==> src/rtl/weakbus_arbiter.sv <==
// weakbus_arbiter: shares one weakcore-style req/ack memory bus between master 0 (core)
// and master 1 (DMA/debug/loader). The grant is registered: a request reaches the slave
// one cycle later. The grant is held until the slave acks, and an IDLE cycle always follows.
// Ties are broken round-robin (FIXED_PRIO=0) or always in favour of master 0 (FIXED_PRIO=1).
// Optional feature macro: WEAKBUS_TIMEOUT_EN. It adds a grant timeout of TIMEOUT cycles and
// a sticky timeout_flag. Without it timeout_flag is tied low and a grant waits indefinitely.
module weakbus_arbiter #(
    parameter int unsigned FIXED_PRIO = 0,
    parameter int unsigned TIMEOUT    = 255
) (
    input  logic        clk,
    input  logic        rst,

    input  logic        m0_req,
    input  logic [31:0] m0_addr,
    input  logic        m0_wr,
    input  logic [3:0]  m0_wr_mask,
    input  logic [31:0] m0_wdata,
    output logic        m0_ack,
    output logic [31:0] m0_rdata,

    input  logic        m1_req,
    input  logic [31:0] m1_addr,
    input  logic        m1_wr,
    input  logic [3:0]  m1_wr_mask,
    input  logic [31:0] m1_wdata,
    output logic        m1_ack,
    output logic [31:0] m1_rdata,

    output logic        s_req,
    output logic [31:0] s_addr,
    output logic        s_wr,
    output logic [3:0]  s_wr_mask,
    output logic [31:0] s_wdata,
    input  logic        s_ack,
    input  logic [31:0] s_rdata,

    output logic        timeout_flag
);

    localparam logic [31:0] TmoRdata = 32'hDEAD_BEEF;

    if (FIXED_PRIO > 1) begin : g_bad_prio
        $error("weakbus_arbiter: FIXED_PRIO must be 0 or 1");
    end
    if (TIMEOUT < 1 || TIMEOUT > 255) begin : g_bad_timeout
        $error("weakbus_arbiter: TIMEOUT must be in 1..255");
    end

    typedef enum logic [1:0] {
        StIdle = 2'b00,
        StGnt0 = 2'b01,
        StGnt1 = 2'b10
    } state_t;

    state_t state_q, state_d;
    // Master that received the most recent grant; resets to 1 so master 0 wins the first tie.
    logic   last_q, last_d;

    logic        grant_active;
    logic        grant_sel;
    logic        sel_req;
    logic [31:0] sel_addr;
    logic        sel_wr;
    logic [3:0]  sel_wr_mask;
    logic [31:0] sel_wdata;
    logic        tmo_hit;
    logic        fwd_ack;
    logic [31:0] fwd_rdata;

    // Decode the grant. Reset low hides the grant at once, so an in-flight
    // transaction is dropped in the reset cycle itself.
    always_comb begin
        grant_active = rst && (state_q != StIdle);
        grant_sel    = (state_q == StGnt1);
    end

    // Select the request fields of the granted master.
    always_comb begin
        if (grant_sel) begin
            sel_req     = m1_req;
            sel_addr    = m1_addr;
            sel_wr      = m1_wr;
            sel_wr_mask = m1_wr_mask;
            sel_wdata   = m1_wdata;
        end else begin
            sel_req     = m0_req;
            sel_addr    = m0_addr;
            sel_wr      = m0_wr;
            sel_wr_mask = m0_wr_mask;
            sel_wdata   = m0_wdata;
        end
    end

`ifdef WEAKBUS_TIMEOUT_EN
    localparam logic [7:0] TmoCount = 8'(TIMEOUT);

    logic [7:0] age_q, age_d;
    logic       flag_q, flag_d;

    // Grant age counter and sticky timeout flag.
    always_ff @(posedge clk) begin
        if (!rst) begin
            age_q  <= 8'd0;
            flag_q <= 1'b0;
        end else begin
            age_q  <= age_d;
            flag_q <= flag_d;
        end
    end

    // The age sits at 0 while idle, so the first grant cycle counts as 0.
    // A slave ack or a dropped request in the match cycle wins over the timeout.
    always_comb begin
        tmo_hit = grant_active && sel_req && !s_ack && (age_q == TmoCount);
        flag_d  = flag_q || tmo_hit;
        age_d   = age_q;
        if (state_q == StIdle) begin
            age_d = 8'd0;
        end else if (!s_ack) begin
            age_d = age_q + 8'd1;
        end
    end

    assign timeout_flag = flag_q;
`else
    assign tmo_hit      = 1'b0;
    assign timeout_flag = 1'b0;
`endif

    // Grant state and round-robin history.
    always_ff @(posedge clk) begin
        if (!rst) begin
            state_q <= StIdle;
            last_q  <= 1'b1;
        end else begin
            state_q <= state_d;
            last_q  <= last_d;
        end
    end

    // Arbitrate from IDLE. Release the grant on ack, on a dropped request, or on timeout.
    always_comb begin
        state_d = state_q;
        last_d  = last_q;
        unique case (state_q)
            StIdle: begin
                if (m0_req && m1_req) begin
                    if ((FIXED_PRIO != 0) || last_q) begin
                        state_d = StGnt0;
                        last_d  = 1'b0;
                    end else begin
                        state_d = StGnt1;
                        last_d  = 1'b1;
                    end
                end else if (m0_req) begin
                    state_d = StGnt0;
                    last_d  = 1'b0;
                end else if (m1_req) begin
                    state_d = StGnt1;
                    last_d  = 1'b1;
                end
            end
            StGnt0, StGnt1: begin
                if (s_ack || !sel_req || tmo_hit) begin
                    state_d = StIdle;
                end
            end
            default: state_d = StIdle;
        endcase
    end

    // Completion seen by the granted master: the slave's ack, or a forced timeout ack.
    always_comb begin
        fwd_ack   = s_ack || tmo_hit;
        fwd_rdata = tmo_hit ? TmoRdata : s_rdata;
    end

    // Forward the granted master to the slave and route completion back to it alone.
    always_comb begin
        s_req     = 1'b0;
        s_addr    = 32'd0;
        s_wr      = 1'b0;
        s_wr_mask = 4'd0;
        s_wdata   = 32'd0;
        m0_ack    = 1'b0;
        m0_rdata  = 32'd0;
        m1_ack    = 1'b0;
        m1_rdata  = 32'd0;
        if (grant_active) begin
            s_req     = sel_req && !tmo_hit;
            s_addr    = sel_addr;
            s_wr      = sel_wr;
            s_wr_mask = sel_wr_mask;
            s_wdata   = sel_wdata;
            if (grant_sel) begin
                m1_ack   = fwd_ack;
                m1_rdata = fwd_rdata;
            end else begin
                m0_ack   = fwd_ack;
                m0_rdata = fwd_rdata;
            end
        end
    end

    // At most one master is ever acknowledged.
    a_single_ack: assert property (@(posedge clk) !(m0_ack && m1_ack));

endmodule

==> config.mk <==
export PLATFORM = sky130hd
export DESIGN_NAME = weakbus_arbiter
export DESIGN_NICKNAME = d
export VERILOG_FILES = /design/src/rtl/weakbus_arbiter.sv
export SDC_FILE = /design/constraint.sdc
export NUM_CORES = 1
export LEC_CHECK = 0
export BUFFER_PORTS_ARGS = -buffer_cell sky130_fd_sc_hd__buf_2
export CAP_MARGIN = 10
export CORE_AREA = 2 2 121 123
export DETAILED_ROUTE_END_ITERATION = 7
export DIE_AREA = 0 0 123 125
export PLACE_DENSITY = 0.42
export SYNTH_ARGS = -nofsm -noshare
export SYNTH_HDL_FRONTEND = slang
export SYNTH_SLANG_ARGS = --single-unit
==> constraint.sdc <==
create_clock -name clk -period 1.4 [get_ports clk]
set_clock_uncertainty 0.2 [all_clocks]
set_input_delay 0 -clock clk [delete_from_list [all_inputs] [get_ports clk]]
set_output_delay 0 -clock clk [all_outputs]
set_load 0.005 [all_outputs]
* Yosys cells after proc, flatten, opt, wreduce, memory -nomap -nowiden
Index checks and enable logic that the tools add are counted.
Word-level totals: logic and storage cells 44, output and inout port bits 137, bits in registers 3, input bits 175
Operators by class: multiplexer cells 28, reductions and logical operators 10, equality and inequality tests 4
Operators by type and width (number):
- 32-bit two-way mux | 8
- 1-bit two-way mux | 12
- 2-bit two-way mux | 5
- 4-bit two-way mux | 2
- 4-bit inequality test (second input constant) | 1
- 2-bit one-hot mux with 2 select lines | 1
- 2-bit AND reduction | 2
- 3-bit nonzero test | 1
- 2-bit by 1-bit == test with 1-bit output (second input constant) | 1
- 2-bit == test (second input constant) | 1
- 1-bit logical AND | 2
- 2-bit logical NOT | 1
- 2-bit inequality test (second input constant) | 1
- 2-bit nonzero test | 1
- 2-bit OR reduction | 1
- 1-bit logical NOT | 1
- 1-bit logical OR | 1

* Logic depth before layout (Yosys ltp)
depth in word-level cells 6, depth in mapped cells 7

* Least setup slack after synthesis
No wires, ideal clock.
kind flip-flop to output port, from register state_q[0], to output port m0_rdata[10], cell stages (with the launch flop) 8, arrival 1.303 ns, path buffers 2, setup slack -0.103 ns, cells stage by stage dfxtp_1 -> inv_1 -> ha_1 -> nand2b_4 -> nor2_2 -> buf_6 -> buf_2 -> and2_1
Between the ends: word-level cells in the longest chain between the ends 3, elaborated cells between the ends (all ways) 5
RTL lines:
- from (decl) | line 56 | state_t state_q, state_d;
- from (signal assigned) | line 134 | state_q <= StIdle;
- from (signal assigned) | line 137 | state_q <= state_d;
- 2-bit == test / 2-bit nonzero test (equally long branches) | line 75, 74
- 32-bit two-way mux / 1-bit logical AND (equally long branches) | line 196, 74
- 32-bit two-way mux (*) | line 190 | if (grant_active) begin
- to (decl) | line 20 | output logic [31:0] m0_rdata,
Every way passes the cells marked *; elsewhere a longest branch is shown, timed or not.

* Worst setup path after layout
from register state_q[0], to output port s_addr[31]
Between the ends: word-level cells in the longest chain between the ends 3, elaborated cells between the ends (all ways) 5
RTL lines:
- 2-bit == test / 2-bit nonzero test (equally long branches) | line 75, 74
- 32-bit two-way mux / 1-bit logical AND (equally long branches) | line 80, 74
- 32-bit two-way mux (*) | line 190
- to (decl) | line 31 | output logic [31:0] s_addr,
Marked as above.

==> metrics.cfg <==
[clock_tree]
cts_inserted_buffers=3
cts_root_buffer=clkbuf_16
cts_max_path_buffers=2
clk_pin_slew_worst_paths_ns=0.03
htree_levels=1
cts_tree=done
cts_sinks=3
clk_latency_ns=0.23

[timing]
timing.fmax_ghz=0.5264
setup_viol=138
worst_slack_ns=-0.4997
hold_ws_ns=0.07377
rsz0062_at_grt=yes
hold_violations=0
drv_slew=0
finalCriticalPeriod_ns=1.900
finalCritPeriodShare_pct=135.7

[yosys]
synthXorXnorAreaFrac_pct=0
postSynthCellCount=187
synth-seq-cells=3
syn_area_mm2=0.001411
synth_top_family_by_area=compound AO/OA/AOI/OAI gates
synth-simple-area-share_pct=34.04
synthTopCellsByArea=a22o_1, and2_1, buf_4, buf_6, dfxtp_1
synth_top_area_share_pct=42.82
synth_nets=364
ys_types=23
avgSynthCellArea_um2=7.547
synthMuxAreaShare_pct=0.7092
ys_warn_count=0
ys_seq_area_share_pct=4.255
synth_compound_area_share_pct=45.66
synth_fa_ha_area_share_pct=1.773
synth_area_leader_cell=a22o_1

[placement]
io_buffer_count=310
place_ws_ns=-0.2956
routabilityCongestion=0.8245
dpl-instance-area_mm2=0.003204
dp.final_hpwl_um=7536

[floorplan]
die_area_mm2=0.01538
start_util_pct=9.937
io-pin-count=312
coreArea_mm2=0.01420
die_h_um=125
die_w_um=123
rows=44

[min_path]
hp-class=in2out
hold_path.startpoint=m1_addr[3]
hold_path_depth=3
holdPathEnd=s_addr[3]

[worst_setup_path]
r2r_start=state_q[1]
end_kind=output port
reg2reg_slack_ns=-0.21
arrival_ns=1.70
reg2reg_depth=7
path_class=reg2out
required_ns=1.20
critPathLaunchType=register
cp_max_fo=26
rr_endpoint=state_q[0]

[drt]
wirelength_um=11090
via_per_inst=4.090
routed-via-count=2859
ant_nets=0
first_pass_iters=4
wl_per_cell_um=15.87
drc=0
drt_iter0_markers=82

[status]
status=complete, but fails checks
failed_checks=setup timing

[grt]
grt.busiest_layer=met2
grt_util_all_layers_pct=12.23
grt_pass1_wl_um=14630
grt_use_met2_pct=23.17
grt_antenna_before_repair=0
overflow=0
use_met3_pct=1.688
met1_usage_pct=14.61
grt_max_degree=33
grt_pass1_vias=2794

[layout]
n_fill_cell=1557
design_area_mm2=0.003961
nets=693
layout.area.seq_um2=62.56
multi_input_area_mm2=0.001262
drive_gt1_share_pct=73.20
antenna_cells=0
synthToLayoutAreaGrowth_pct=180.7

[pwr]
power.leakage_nw=2.322
p_per_area_mw_per_mm2=436.7
ir_drop_v=0.0004406

[run]
cap_violations=0

worst max-delay path, stage by stage, from the launching register on:
cell and delay [ns]:
dfxtp_2 0.32, inv_2 0.06, ha_4 0.15, nand2b_4 0.16, nor2_4 0.14, buf_4 0.14, buf_12 0.15, a22o_1 0.18
buf_2 0.14
per-stage QoR:
stage / TNS [ns] / util (%) / instances / power (mW)
finish: -60.35 / 27.89 / 699 / 1.730
global route: -70.10 / 27.89 / 699 / 1.835
CTS: -62.95 / 26.81 / 693 / 1.687
detailed placement: -27.00 / 22.56 / 667 / 1.028
global placement: -24.39 / 22.56 / 667 / 1.023
floorplan: -1.776 / - / 187 / 0.5237
cells in the final DEF (no fill, tap or decap), types with 5 or more instances in the layout:
cell         n
and2_4      18
buf_12       9
buf_16       8
and2_1      48
a22o_1      69
buf_6       18
clkbuf_16    9
buf_2      298
buf_4        5
how the worst max path moves through the flow:
stage	from	to	slack [ns]	depth (start not counted)
floorplan	state_q[1]	s_addr[10]	-0.02	7
finish	state_q[0]	s_addr[31]	-0.50	8
CTS	state_q[0]	s_addr[30]	-0.52	8
global route	state_q[0]	s_wdata[3]	-0.55	8
global placement	state_q[0]	s_wdata[6]	-0.28	7
detailed placement	state_q[0]	s_wdata[3]	-0.30	7
cell families (layout without fill, tap and decap cells):
logic type | Yosys count | after routing
buffers and inverters | 27 | 355
flip-flops | 3 | 3
adder cells (fa/ha/maj) | 2 | 2
AND/OR/NAND/NOR | 78 | 78
multiplexers | 1 | 1
other | 1 | 1
AO/OA/AOI/OAI | 75 | 75
registers in the layout, indices dropped and copies added (netlist names):
| register | count |
|---|---|
| state_q | 2 |
| last_q | 1 |
cells in the mapped netlist:
library cell and instances:
a21oi_1 1, nor2_1 3, nand2_1 3, and2_1 66, ha_1 2, and3_1 1
inv_1 4, a2bb2oi_1 1, buf_4 9, clkbuf_1 2, buf_6 6, a22o_1 69
mux2i_1 1, dfxtp_1 3, buf_2 6, o2111ai_1 1, o22ai_1 2, nor2_2 2
nand2b_1 1, nand4_1 1, conb_1 1, nand2b_4 1, o21ai_0 1
layer usage:
layer	wire length, um	part of all wire [%]
met1	4375	39
met3	998	9.0
met4	70	0.63
met2	5651	51
met5	0	0
area by class of cell:
type,count,area share (%)
Timing Repair Buffer,347,58.37
Clock buffer,4,1.990
Tap cell,184,5.812
Sequential cell,3,1.579
Multi-Input combinational cell,157,31.87
Inverter,4,0.3790
repair_timing:
action                     in CTS  in global routing
resized for setup              40                  8
pin swaps                      16                 15
setup endpoints to repair     138                138
hold buffers                    3                  0
hold endpoints to repair        3                  0
cloned                          9                  6
setup buffers                  10                  1
power breakdown:
part	internal, mW	switching (mW)
Clock	0.377	0.0936
Combinational	0.687	0.468
Sequential	0.0966	0.00704
Note: power is estimated with default switching activity, not from simulation.
